===== config.mk =====
export PLATFORM = sky130hd
export DESIGN_NAME = ps2_frame_sequencer
export DESIGN_NICKNAME = d
export VERILOG_FILES = /design/src/rtl/ps2_pkg.sv /design/src/rtl/ps2_pin_sync.sv /design/src/rtl/ps2_frame_sequencer.sv
export SDC_FILE = /design/constraint.sdc
export NUM_CORES = 1
export LEC_CHECK = 0
export ABC_AREA = 1
export BUFFER_PORTS_ARGS = -buffer_cell sky130_fd_sc_hd__buf_2
export CAP_MARGIN = 20
export CORE_UTILIZATION = 35
export CTS_CLUSTER_DIAMETER = 150
export DETAILED_ROUTE_END_ITERATION = 7
export PLACE_DENSITY = 0.62
export SLEW_MARGIN = 25
export SYNTH_ARGS = -nofsm -noshare
export SYNTH_HDL_FRONTEND = slang
export SYNTH_SLANG_ARGS = --single-unit

===== constraint.sdc =====
create_clock -name clk -period 3 [get_ports clk]
set_input_delay 0.6 -clock clk [delete_from_list [all_inputs] [get_ports clk]]
set_output_delay 0.6 -clock clk [all_outputs]
set_load 0.01 [all_outputs]

===== src/rtl/ps2_pkg.sv =====
// ps2_pkg: shared definitions for the PS/2 receive sequencer.
//   ps2_state_t            - frame walker states
//   FRAME_*_POS            - bit positions within an 11-bit (8 data bit) frame
//   DEFAULT_TIMEOUT_CYCLES - watchdog default, 100 us at 50 MHz
//   bit_cnt_width()        - width of the data bit counter for a given data width
package ps2_pkg;

    typedef enum logic [1:0] {
        IDLE   = 2'd0,
        DATA   = 2'd1,
        PARITY = 2'd2,
        STOP   = 2'd3
    } ps2_state_t;

    localparam int unsigned FRAME_START_POS        = 0;
    localparam int unsigned FRAME_PARITY_POS       = 9;
    localparam int unsigned FRAME_STOP_POS         = 10;
    localparam int unsigned DEFAULT_TIMEOUT_CYCLES = 5000;

    function automatic int unsigned bit_cnt_width(input int unsigned data_width);
        return $clog2(data_width + 1);
    endfunction

endpackage


===== src/rtl/ps2_pin_sync.sv =====
// ps2_pin_sync: multi-flop synchronizers for the raw PS/2 clock and data pins
// plus PS/2 clock falling-edge detection.
//   clk, reset       - system clock, asynchronous active-low reset
//   ps2_clk/ps2_data - raw asynchronous pins
//   data_s           - synchronized data line
//   fall_det         - high for one cycle when the synchronized clock goes 1 -> 0
module ps2_pin_sync #(
    parameter int unsigned SYNC_STAGES = 2
) (
    input  logic clk,
    input  logic reset,
    input  logic ps2_clk,
    input  logic ps2_data,
    output logic data_s,
    output logic fall_det
);

    logic [SYNC_STAGES-1:0] clk_sync;
    logic [SYNC_STAGES-1:0] data_sync;
    logic                   clk_prev;

    // Flops reset to the idle-high bus level so reset release never
    // looks like a falling edge.
    always_ff @(posedge clk or negedge reset) begin
        if (!reset) begin
            clk_sync  <= '1;
            data_sync <= '1;
            clk_prev  <= 1'b1;
        end else begin
            clk_sync  <= {clk_sync[SYNC_STAGES-2:0], ps2_clk};
            data_sync <= {data_sync[SYNC_STAGES-2:0], ps2_data};
            clk_prev  <= clk_sync[SYNC_STAGES-1];
        end
    end

    assign data_s   = data_sync[SYNC_STAGES-1];
    assign fall_det = clk_prev & ~clk_sync[SYNC_STAGES-1];

endmodule


===== src/rtl/ps2_frame_sequencer.sv =====
// ps2_frame_sequencer: walks PS/2 receive frames (start, data LSB-first,
// odd parity, stop) and drives the external shift/holding registers.
//   clk, reset        - system clock, asynchronous active-low reset
//   rx_en             - receive enable; low aborts and holds IDLE
//   ps2_clk, ps2_data - raw PS/2 pins
//   shift_en, bit_out - shift register strobe and the bit to shift in
//   write_en          - holding register capture strobe
//   frame_valid       - holding register has an unconsumed byte
//   frame_ready       - consumer accepts when high with frame_valid
//   busy              - frame in progress
//   parity_err, framing_err, timeout_err, overrun - one-cycle error pulses
module ps2_frame_sequencer
    import ps2_pkg::*;
#(
    parameter int unsigned DATA_WIDTH     = 8,
    parameter int unsigned SYNC_STAGES    = 2,
    parameter int unsigned TIMEOUT_CYCLES = DEFAULT_TIMEOUT_CYCLES
) (
    input  logic clk,
    input  logic reset,
    input  logic rx_en,
    input  logic ps2_clk,
    input  logic ps2_data,
    output logic shift_en,
    output logic bit_out,
    output logic write_en,
    output logic frame_valid,
    input  logic frame_ready,
    output logic busy,
    output logic parity_err,
    output logic framing_err,
    output logic timeout_err,
    output logic overrun
);

    localparam int unsigned CNT_W = bit_cnt_width(DATA_WIDTH);
    localparam int unsigned WD_W  = (TIMEOUT_CYCLES > 2) ? $clog2(TIMEOUT_CYCLES) : 1;
    localparam logic [CNT_W-1:0] LAST_BIT = CNT_W'(DATA_WIDTH - 1);
    // Counter is cleared in the fall_det cycle, so it holds TIMEOUT_CYCLES-2
    // in the cycle where its next value would reach TIMEOUT_CYCLES-1.
    localparam logic [WD_W-1:0]  WD_LAST  = WD_W'(TIMEOUT_CYCLES - 2);

    ps2_state_t       state;
    logic [CNT_W-1:0] bit_cnt;
    logic [WD_W-1:0]  wdog;
    logic             par_acc;
    logic             par_ok;
    logic             good_q;
    logic             data_s;
    logic             fall_det;
    logic             wd_expire;

    ps2_pin_sync #(
        .SYNC_STAGES(SYNC_STAGES)
    ) u_pin_sync (
        .clk      (clk),
        .reset    (reset),
        .ps2_clk  (ps2_clk),
        .ps2_data (ps2_data),
        .data_s   (data_s),
        .fall_det (fall_det)
    );

    assign busy      = (state != IDLE);
    assign wd_expire = busy && !fall_det && (wdog == WD_LAST);

    always_ff @(posedge clk or negedge reset) begin
        if (!reset) begin
            state       <= IDLE;
            bit_cnt     <= '0;
            wdog        <= '0;
            par_acc     <= 1'b0;
            par_ok      <= 1'b0;
            good_q      <= 1'b0;
            shift_en    <= 1'b0;
            bit_out     <= 1'b0;
            parity_err  <= 1'b0;
            framing_err <= 1'b0;
            timeout_err <= 1'b0;
        end else begin
            shift_en    <= 1'b0;
            good_q      <= 1'b0;
            parity_err  <= 1'b0;
            framing_err <= 1'b0;
            timeout_err <= 1'b0;

            if (!rx_en) begin
                state   <= IDLE;
                bit_cnt <= '0;
                wdog    <= '0;
            end else if (wd_expire) begin
                timeout_err <= 1'b1;
                state       <= IDLE;
                wdog        <= '0;
            end else begin
                if (busy && !fall_det)
                    wdog <= wdog + 1'b1;
                else
                    wdog <= '0;

                if (fall_det) begin
                    case (state)
                        IDLE: begin
                            if (!data_s) begin
                                state   <= DATA;
                                bit_cnt <= '0;
                                par_acc <= 1'b0;
                            end else begin
                                framing_err <= 1'b1;
                            end
                        end
                        DATA: begin
                            shift_en <= 1'b1;
                            bit_out  <= data_s;
                            par_acc  <= par_acc ^ data_s;
                            bit_cnt  <= bit_cnt + 1'b1;
                            if (bit_cnt == LAST_BIT)
                                state <= PARITY;
                        end
                        PARITY: begin
                            par_ok <= par_acc ^ data_s;
                            state  <= STOP;
                        end
                        STOP: begin
                            if (!data_s)
                                framing_err <= 1'b1;
                            else if (!par_ok)
                                parity_err <= 1'b1;
                            else
                                good_q <= 1'b1;
                            state <= IDLE;
                        end
                        default: state <= IDLE;
                    endcase
                end
            end
        end
    end

    // The capture decision must see frame_ready in the strobe cycle itself,
    // so write_en/overrun are resolved from the registered good-frame flag.
    assign write_en = good_q & (~frame_valid | frame_ready);
    assign overrun  = good_q & frame_valid & ~frame_ready;

    always_ff @(posedge clk or negedge reset) begin
        if (!reset)
            frame_valid <= 1'b0;
        else if (write_en)
            frame_valid <= 1'b1;
        else if (frame_valid && frame_ready)
            frame_valid <= 1'b0;
    end

endmodule

==> run metrics <==
status=finished, final reports clean; Synth Area in Compound Gates=0.0404; max_cap viols=0; cell count after synthesis=201; clock network fraction of total power=0.486; num rows=24; RSZ-0062 raised after global routing=false; Slew @ Worst Pin=705 ps; clk root buf=clkbuf_8; Fin Clk Skew=4.96 ps; number of I/O port buffers=14; fin crit share=0.625; first-pass GRT wire length=5.01 mm; top_reg_cell synth=dfrtp_1; yosys warns=0; mean area per synthesized cell=8.33 µm²; r2r startpoint=state[1]$_DFFE_PN0P_; largest family of logic cells by synthesized area=simple AND/OR/NAND/NOR gates; Via Count=1303; DRC Markers=0; CP arrival=1270 ps; Hold Violations, Final=0; switching share of power=0.203; post-cts repair resize count=0; register area share after synthesis=0.497; Worst slew margin=0.530; vias in the first global route=1170; Worst Setup End Kind=output pin; RePlAce Congestion=0.855; Yosys reg bits=33; clock latency reported for the late side of the worst-skew pair=280 ps; largest net degree at the start of global routing=34; Static Leakage=0.884 nW; clock buffer depth=2; slowest CP cell=dfrtp_1; area delta synth->final=15.1%; Power Dens Cells=526 nW/µm²; reg2reg end=bit_cnt[2]$_DFFE_PN0P_; internal power=0.807 mW; Core ar.=4470 µm²; fin crit period=1870 ps; Sink Count=33; Simple-Gate Fraction of Synth Area=0.295; WL final=2.94 mm; number of synthesized flops with an enable pin=0; TritonCTS buffer count=5; crit path kind=flip-flop to output pin; worst-path fanout max=4; Largest delay share family, worst path=flip-flops; Post-CTS Setup Bufs=0; asr flop ratio synth=1.00; combinational power share=0.054; hpwl dp=2.12 mm; achievable clock frequency=533 MHz; min-delay worst type=input pin to asynchronous set/reset pin; Crit path required time=2400 ps; Die Y=71.2 µm; max incr delay on CP=430 ps; Clock Pin Slew Worst Setup and Hold Paths=70 ps; Setup-failing EPs final=0; Top Ports=15; vias per cell=4.77; R2R depth=9; Die W=71.2 µm; Seq pwr share=0.460; Post-Synthesis Cell Area=1670 µm²; Setup TNS=0 ps; adder-cell share of the synthesized area=0.0523; Initial Util=0.374; TritonRoute pass-1 iters=7; final slew viol count=0; Yosys cell types=25; Antenna Nets Post-Route=0; CTS tree=built; flop-to-flop setup slack=1440 ps; post-synthesis mux area share=0.00598; Layout Nets=233; crit path cell chain=inv_1 -> ha_1 -> inv_1 -> buf_2; n_diodes=0; VDD IR max=0.000177 V; H-tree levels=2; initial drt markers=74; layout cells sized above 1=0.167; full die area=5060 µm²; CP bufs+invs=3; syn nets=214; end-of-flow core utilization=0.431; Global Route Usage Sum=0.130; initial antenna violation count=0; DR WL/cell=10.8 µm; CP Launch Type=flip-flop; grt total ovfl=0; hold buffer count at cts=0; crit-path most repeated cell=inv_1; XOR/XNOR share of the synthesized area=0.0366; Psw=0.206 mW
-- how the worst max path moves through the flow --
stage,startpoint,to,slack (ps),depth (start not counted)
finish,state[1]$_DFFE_PN0P_,busy,1130,4
global route,state[1]$_DFFE_PN0P_,busy,1020,4
CTS,state[1]$_DFFE_PN0P_,busy,1130,4
detailed placement,frame_ready,overrun,1380,5
global placement,frame_ready,overrun,1400,5
floorplan,frame_ready,overrun,1530,3
-- cell usage after synthesis (3+ instances only) --
library cell  instances  share of area
nand3_1              14          0.042
xor2_1                6          0.031
nand4_1               4          0.015
nor2_1               32          0.072
inv_1                27          0.061
nor2_2                4          0.015
dfstp_2               5          0.078
nor3_2                3          0.018
ha_1                  7          0.052
nor3_1                6          0.018
nand2_1              46           0.10
dfrtp_1              28           0.42
a21oi_1               4          0.012
o21ai_0               4          0.012
-- cell usage in the layout (no fill, tap or decap), types with 2 or more instances in the layout --
master,count
nand2_1,46
nor2_1,32
dfrtp_1,28
inv_1,27
nand3_1,14
buf_2,14
ha_1,7
nor3_1,6
xor2_1,6
clkbuf_8,5
dfstp_2,5
nor2_2,4
nand4_1,4
a21oi_1,4
o21ai_0,4
nor3_2,3
bufinv_16,2
-- flip-flops by register name, summed over array words and instances, names as in the netlist --
name	count
bit_cnt	4
bit_out	1
frame_valid	1
framing_err	1
good_q	1
par_acc	1
par_ok	1
parity_err	1
shift_en	1
state	2
timeout_err	1
u_pin_sync.clk_prev	1
u_pin_sync.clk_sync	2
u_pin_sync.data_sync	2
wdog	13
-- metal layers --
layer	global-route usage	wire [µm]	vias to the layer above
met1	0.161	1450	584
li1	-	-	665
met4	0.0911	78	0
met5	0	0	-
met2	0.200	1290	46
met3	0.0299	119	8
-- cell families after synthesis --
family / count (synthesis)
simple gates: 111
flops: 33
buf+inv: 30
compound gates: 12
xor+xnor: 7
fa+ha+maj: 7
mux: 1
-- cell type report --
type	instances	area (µm²)
Fill cell	445	2550
Sequential cell	33	832
Multi-Input combinational cell	138	721
Inverter	28	105
Timing Repair Buffer	14	70.1
Clock buffer	5	68.8
Clock inverter	3	65.1
Tap cell	52	65.1
-- worst register-to-register path, cell delays in order (launching register included) --
cell     delay, ps
dfrtp_1        420
inv_1          110
ha_1           230
nand2_1         70
inv_1           80
nor2_4         130
nand2_1        120
nand2_1        120
nand2_1         60
a22oi_1        140
-- per-stage QoR --
step	std cells	power (mW)	setup WS (ps)	hold slack [ps]	area, µm²
floorplan	201	0.507	1530	304	1670
CTS	273	1.03	1130	358	1930
global route	273	1.05	1020	365	1930
finish	273	1.01	1130	357	1930
global placement	265	0.529	1400	345	1790
detailed placement	265	0.530	1380	347	1790
-- power by group through the flow --
| stage | sequential, mW | combinational (mW) | clock, mW |
|---|---|---|---|
| after floorplan | 0.476 | 0.0313 | 0 |
| after global placement | 0.474 | 0.0553 | 0 |
| after detailed placement | 0.474 | 0.0557 | 0 |
| after CTS | 0.466 | 0.0559 | 0.505 |
| after global routing | 0.467 | 0.0635 | 0.522 |
| final | 0.466 | 0.0546 | 0.493 |
Note: power is estimated with default switching activity, not from simulation.
